<file path="src/rtl/tb_gen_pkg.sv">
// Shared definitions for the stimulus sequencer: FSM states, mode codes and the LFSR rule.
package tb_gen_pkg;

  typedef enum logic [1:0] {
    IDLE  = 2'd0,
    RUN   = 2'd1,
    DRAIN = 2'd2
  } state_e;

  localparam logic MODE_DIR = 1'b0;
  localparam logic MODE_RND = 1'b1;

  // Taps at bits 15, 13, 12 and 10: x^16 + x^14 + x^13 + x^11 + 1
  localparam logic [15:0] LFSR_TAPS = 16'hB400;

  // One Fibonacci step: shift left and feed the tap parity into bit 0
  function automatic logic [15:0] lfsr_next(input logic [15:0] cur);
    return {cur[14:0], ^(cur & LFSR_TAPS)};
  endfunction

  // An all-zero LFSR state would lock up, so a zero seed becomes 1
  function automatic logic [15:0] seed_fix(input logic [15:0] s);
    return (s == 16'd0) ? 16'd1 : s;
  endfunction

endpackage

</file>
<file path="src/rtl/lfsr16.sv">
// 16-bit Fibonacci LFSR with synchronous reload and single-step enable.
module lfsr16
  import tb_gen_pkg::*;
#(
  parameter logic [15:0] RESET_VAL = 16'd1
) (
  input  logic        clk,
  input  logic        rst_n,
  input  logic        load,
  input  logic [15:0] seed,
  input  logic        step,
  output logic [15:0] q
);

  logic [15:0] q_q;
  logic [15:0] q_d;

  // Reload takes priority over stepping; otherwise hold the current state
  always_comb begin
    q_d = q_q;
    if (load) begin
      q_d = seed;
    end else if (step) begin
      q_d = lfsr_next(q_q);
    end
  end

  // State register, reset to the configured seed
  always_ff @(posedge clk or negedge rst_n) begin
    if (!rst_n) begin
      q_q <= RESET_VAL;
    end else begin
      q_q <= q_d;
    end
  end

  assign q = q_q;

endmodule

</file>
<file path="config.mk">
export PLATFORM = sky130hd
export DESIGN_NAME = lfsr16
export DESIGN_NICKNAME = d
export VERILOG_FILES = /design/src/rtl/tb_gen_pkg.sv /design/src/rtl/lfsr16.sv
export SDC_FILE = /design/constraint.sdc
export NUM_CORES = 1
export LEC_CHECK = 0
export CORE_MARGIN = 2
export CORE_UTILIZATION = 36
export DETAILED_ROUTE_END_ITERATION = 7
export PLACE_DENSITY = 0.74
export SLEW_MARGIN = 20
export SYNTH_ARGS = -nofsm -noshare
export SYNTH_HDL_FRONTEND = slang
export SYNTH_SLANG_ARGS = --single-unit
</file>
<file path="constraint.sdc">
create_clock -name clk -period 0.86 [get_ports clk]
set_input_delay 0.172 -clock clk [delete_from_list [all_inputs] [get_ports clk]]
set_output_delay 0.172 -clock clk [all_outputs]
set_load 0.03 [all_outputs]
</file>
After elaboration in Yosys (flattened, before gate mapping)
Index checks and enable logic that the tools add are counted.
{"block": "word_totals", "register_bits": 16, "in_bits": 20}
{"block": "classes", "muxes": 2, "n_reduce_logical": 2}
{"op": "16-bit 2-to-1 mux", "count": 2}
{"op": "16-bit XOR reduction", "count": 1}
{"op": "2-bit nonzero test", "count": 1}

Logic depth before layout (Yosys ltp)
{"block": "depth", "depth_word": 3, "depth_mapped": 5, "ltp_nobuf": 3}

Worst setup path after synthesis
OpenSTA, ideal clock, no wires.
{"block": "synth_path", "path_type": "register to register", "start": "reg q_q[12] (netlist: q[12])", "end": "reg q_q[0] (netlist: q[0])", "arrival_ns": 0.963, "required_time_ns": 0.788, "setup_slack_ns": -0.175, "stages_incl_launch_ff": 4, "n_path_buf": 0, "synth_period_minus_slack_ns": 1.035, "path_cell_list": "dfrtp_1 -> xor2_1 -> xnor2_1 -> o21ai_1"}
{"block": "synth_between", "elab_chain_cells": 3}
{"element": "start, declared", "line": "lfsr16.sv:15", "text": "logic [15:0] q_q;"}
{"element": "start signal, assigned", "line": "lfsr16.sv:33", "text": "q_q <= q_d;"}
{"element": "16-bit XOR reduction", "line": "tb_gen_pkg.sv:18", "text": "return {cur[14:0], ^(cur & LFSR_TAPS)};"}
{"element": "16-bit 2-to-1 mux", "line": "lfsr16.sv:23", "text": "end else if (step) begin"}
{"element": "16-bit 2-to-1 mux", "line": "lfsr16.sv:21", "text": "if (load) begin"}
No other way between the ends. The select of a mux whose other input is x is not followed.
A chain may end at the register's enable or synchronous reset.

Worst setup path in the final report
{"block": "layout_path", "start": "reg q_q[0] (netlist: q[0])", "end": "out q[0]"}
{"element": "end, declared", "line": "lfsr16.sv:12", "text": "output logic [15:0] q"}
No word-level cell between the ends.

==> reports/results.txt <==
The tree is rooted in a sky130_fd_sc_hd__clkbuf_4. The run gives 93 as the number of nets produced by synthesis. The share of the clock period used by the worst path was 1.325. After clock tree synthesis, the clock-pin slew on the worst setup and hold paths is 0.09 ns.

The number of buffer and inverter instances along the worst setup path came out at 1. The count of antenna-violating nets left after detailed routing was 0. TritonCTS built the clock tree.

Dividing the detail-routed wire length by the instance count gives 14.96 um. STA classifies the critical path endpoint as a primary output. Dividing the detail-routed via count by the number of cells gives 5.019.

The share of flip-flops with an asynchronous set or reset after synthesis was 1.000. The post-synthesis area per instance is 10.73 um2. The repair_antennas step left the layout with diodes totalling 0.

The fraction of the yosys area taken by sequential cells is 0.5128, and the setup slack of the critical path after layout is -0.2793 ns. The nature of the critical path startpoint is a flip-flop. The tools report the max-slew violation count as 0. The logs give 4 for the total iterations of the first detailed-routing run and 0.69 ns for the critical path data required time. The worst slew margin relative to its limit was 0.7969; the area growth from synthesis to layout was 86.90%. The routed design could run at a clock period as short as 1.139 ns. The largest fanout on the critical path was 2.

The dominant register cell in the synthesized netlist was sky130_fd_sc_hd__dfrtp_1. The total die area is 0.002565 mm2. The number of antenna violations at the first check in global routing is 0, and the fraction of final layout cells with drive strength greater than 1 is 0.3923. The number of H-tree levels was 1. The power density of the placed cells was 1564 mW/mm2.

The number of placed instances with taps included is 136. For this run, the number of Yosys warnings is 0. The global-route total usage across every layer was 0.1918; the number of cells produced by synthesis was 73. The run finished, with violations left.

Measured along the y axis, the die boundary spans 50.65 um. The final reports fail on negative setup slack. In this design, the stage delay of the slowest critical-path cell is 0.56 ns. The overall power consumption came out at 2.289 mW. For the violation count after the first detailed-routing iteration, the log shows 8. Across the routed clock network, the largest skew measured is 0.003324 ns. The via count of the first global-routing pass is 841.

The switching fraction of total power works out to 0.3231. Clock tree synthesis inserted a total of 3 buffers. The tools report the worst IR drop on VDD as 915.6 uV. For the number of max-cap violations, the log shows 0.

After synthesis, the netlist uses 15 different library cells. The register with the most flip-flops in the layout has 16 of them. The xor and xnor area share after synthesis came out at 0.03355.

The later pin in the worst-skew pair is clocked with a latency of 0.28 ns. The compound-cell area share of the yosys netlist was 0.1086. In this run the standard cell core region covers 0.002002 mm2. The last weighted congestion value of the routability-driven placer was 0.6923; the internal power contribution was 1.550 mW.

Setup repair after global routing could not meet its margin everywhere. The library cell with the largest summed area after synthesis is sky130_fd_sc_hd__dfrtp_1. The worst slack at placement was -0.4270 ns.

Once placement finished, the instance area stood at 0.001157 mm2. Traced cell by cell, the critical path runs through buf_6. The mux share of post-synthesis cell area was 0.1917. By area, the combinational part of the netlist is dominated by multiplexers. The number of enable-type register cells in the synthesized netlist was 0.

The tools report the area taken by flip-flops and latches as 406.6 um2. For this design, the slowest cell found on the critical path is sky130_fd_sc_hd__dfstp_2. The tightest min-delay check is of the in -> async type. The first global-routing pass estimated 3622 um of wire. The analysis attributes to cell leakage a power of 0.6904 nW. The critical path start-end classification is reg -> out. The power share of the clock group is 0.181.

In the post-synthesis netlist, the biggest area contributors are sky130_fd_sc_hd__dfrtp_1 (48%), sky130_fd_sc_hd__mux2i_1 (19%), sky130_fd_sc_hd__nand2_1 (7.2%). In the routed design, unresolved DRC markers number 0. The final hold violation count is 0, and the simple-gate share of the synthesized area is 0.09585.

The tools report the switching power total as 739.7 uW. The kind of cell with the highest combined delay along the critical path is flip-flops. The final instance area was 0.001464 mm2; the remaining global-route overflow was 0. After filler insertion, the fill cell instance count of the layout stands at 133. The run gives 0.3912 as the initial standard-cell utilization of the core. After the last flow step, the layout net total stands at 151. The die is 50.65 um wide. The tools report the number of vias in the routed layout as 788. Fraction of power consumed by combinational cells: 0.419.

Row generation in the floorplan step produced 16 rows. For the netlist area before placement, the log shows 783.3 um2. The data arrival time of the critical path was 0.97 ns; the number of clock sinks was 16. Input and output buffers added on the ports amount to 35. The flop and latch count out of synthesis came out at 16.

For the pin with the worst max-slew slack, the measured transition is 0.3037 ns. Pin placement for this block handled 36 I/O pins. The adder and majority cell fraction of the synthesized area works out to 0. Setup violations remaining at the end of the flow were counted as 27.

Highest clock frequency the design can meet: 877.7 MHz. Ranked by instance count, the synthesized netlist is headed by sky130_fd_sc_hd__dfrtp_1 (15), sky130_fd_sc_hd__mux2i_1 (15), sky130_fd_sc_hd__nand2_1 (15). The HPWL after detailed placement is 1268 um. Sequential group share of total power: 0.400. The run gives -3.201 ns as the sum of negative setup slack. The longest clock path from root to sink contains 2 buffers. Leaving out filler cells and counting taps, the final layout contains 157. The largest net degree at the start of global routing was 17.

Post-detailed-routing wire length: 2348 um. Summing all multi-input logic gate instances after layout gives 354.1 um2. Area share of the largest cell type after synthesis: 0.4792.
-- area by class of cell --
type                    count  share of cell area
repair buffers             58              0.4393
flip-flops and latches     16              0.2778
multi-input cells          52              0.2419
well taps                  27             0.02308
clock buffers               4             0.01795
-- through the flow --
step,util,hold WS (ns)
final,0.7313,0.1337
after global routing,0.7313,0.1265
after CTS,0.7150,0.1310
after detailed placement,0.5781,0.4378
after global placement,0.5781,0.4363
after floorplan,-,-0.1236
-- cells in the final DEF (no fill, tap or decap), drive strengths merged --
cell,instances
buf,38
clkdlybuf4s50,17
o21ai,16
nand2,15
mux2i,15
dfrtp,15
clkbuf,4
xor2,2
dlygate4sd2,2
xnor2,1
nand2b,1
nor3b,1
a21oi,1
bufbuf,1
dfstp,1
-- cell families after synthesis --
| kind of cell | Yosys count |
|---|---|
| compound gates | 17 |
| xor+xnor | 3 |
| buf+inv | 5 |
| flops | 16 |
| mux | 15 |
| simple gates | 17 |
-- power by group through the flow --
stage	Sequential, mW	Clock, mW	Combinational, mW
CTS	0.906	0.427	0.905
floorplan	1.09	0	0.195
finish	0.916	0.415	0.958
global route	0.928	0.466	1.01
detailed placement	0.931	0	0.649
global placement	0.929	0	0.641
-- timing repair --
action / in CTS / in global routing
resized for setup: 30 / 12
cloned: 1 / 0
endpoints found under the setup margin: 32 / 32
setup buffers: 17 / 0
pin swaps: 4 / 7
hold endpoints to repair: 0 / 0
hold buffers: 0 / 0
-- path summary, 6_finish.rpt --
kind                                    from                 to  slack, ns  cells past startpoint
setup / recovery            q[0]$_DFFE_PN1P_               q[0]      -0.28                      1
hold / removal                         rst_n  q[14]$_DFFE_PN0P_       0.13                      1
setup reg to reg            q[0]$_DFFE_PN1P_   q[0]$_DFFE_PN1P_      -0.20                      4
hold reg to reg            q[12]$_DFFE_PN0P_  q[12]$_DFFE_PN0P_       0.70                      3
max in group asynchronous              rst_n   q[3]$_DFFE_PN0P_       0.36                      2
min in group clk                     seed[8]   q[8]$_DFFE_PN0P_       0.43                      3
-- metal layers --
metal | share of wire | vias to the layer above | GRT usage
met1 | 0.42 | 393 | 0.2079
met5 | 0 | - | 0
li1 | - | 368 | -
met3 | 0.043 | 4 | 0.02679
met4 | 0.012 | 0 | 0.09009
met2 | 0.52 | 23 | 0.3618
(Power assumes the default switching activity.)
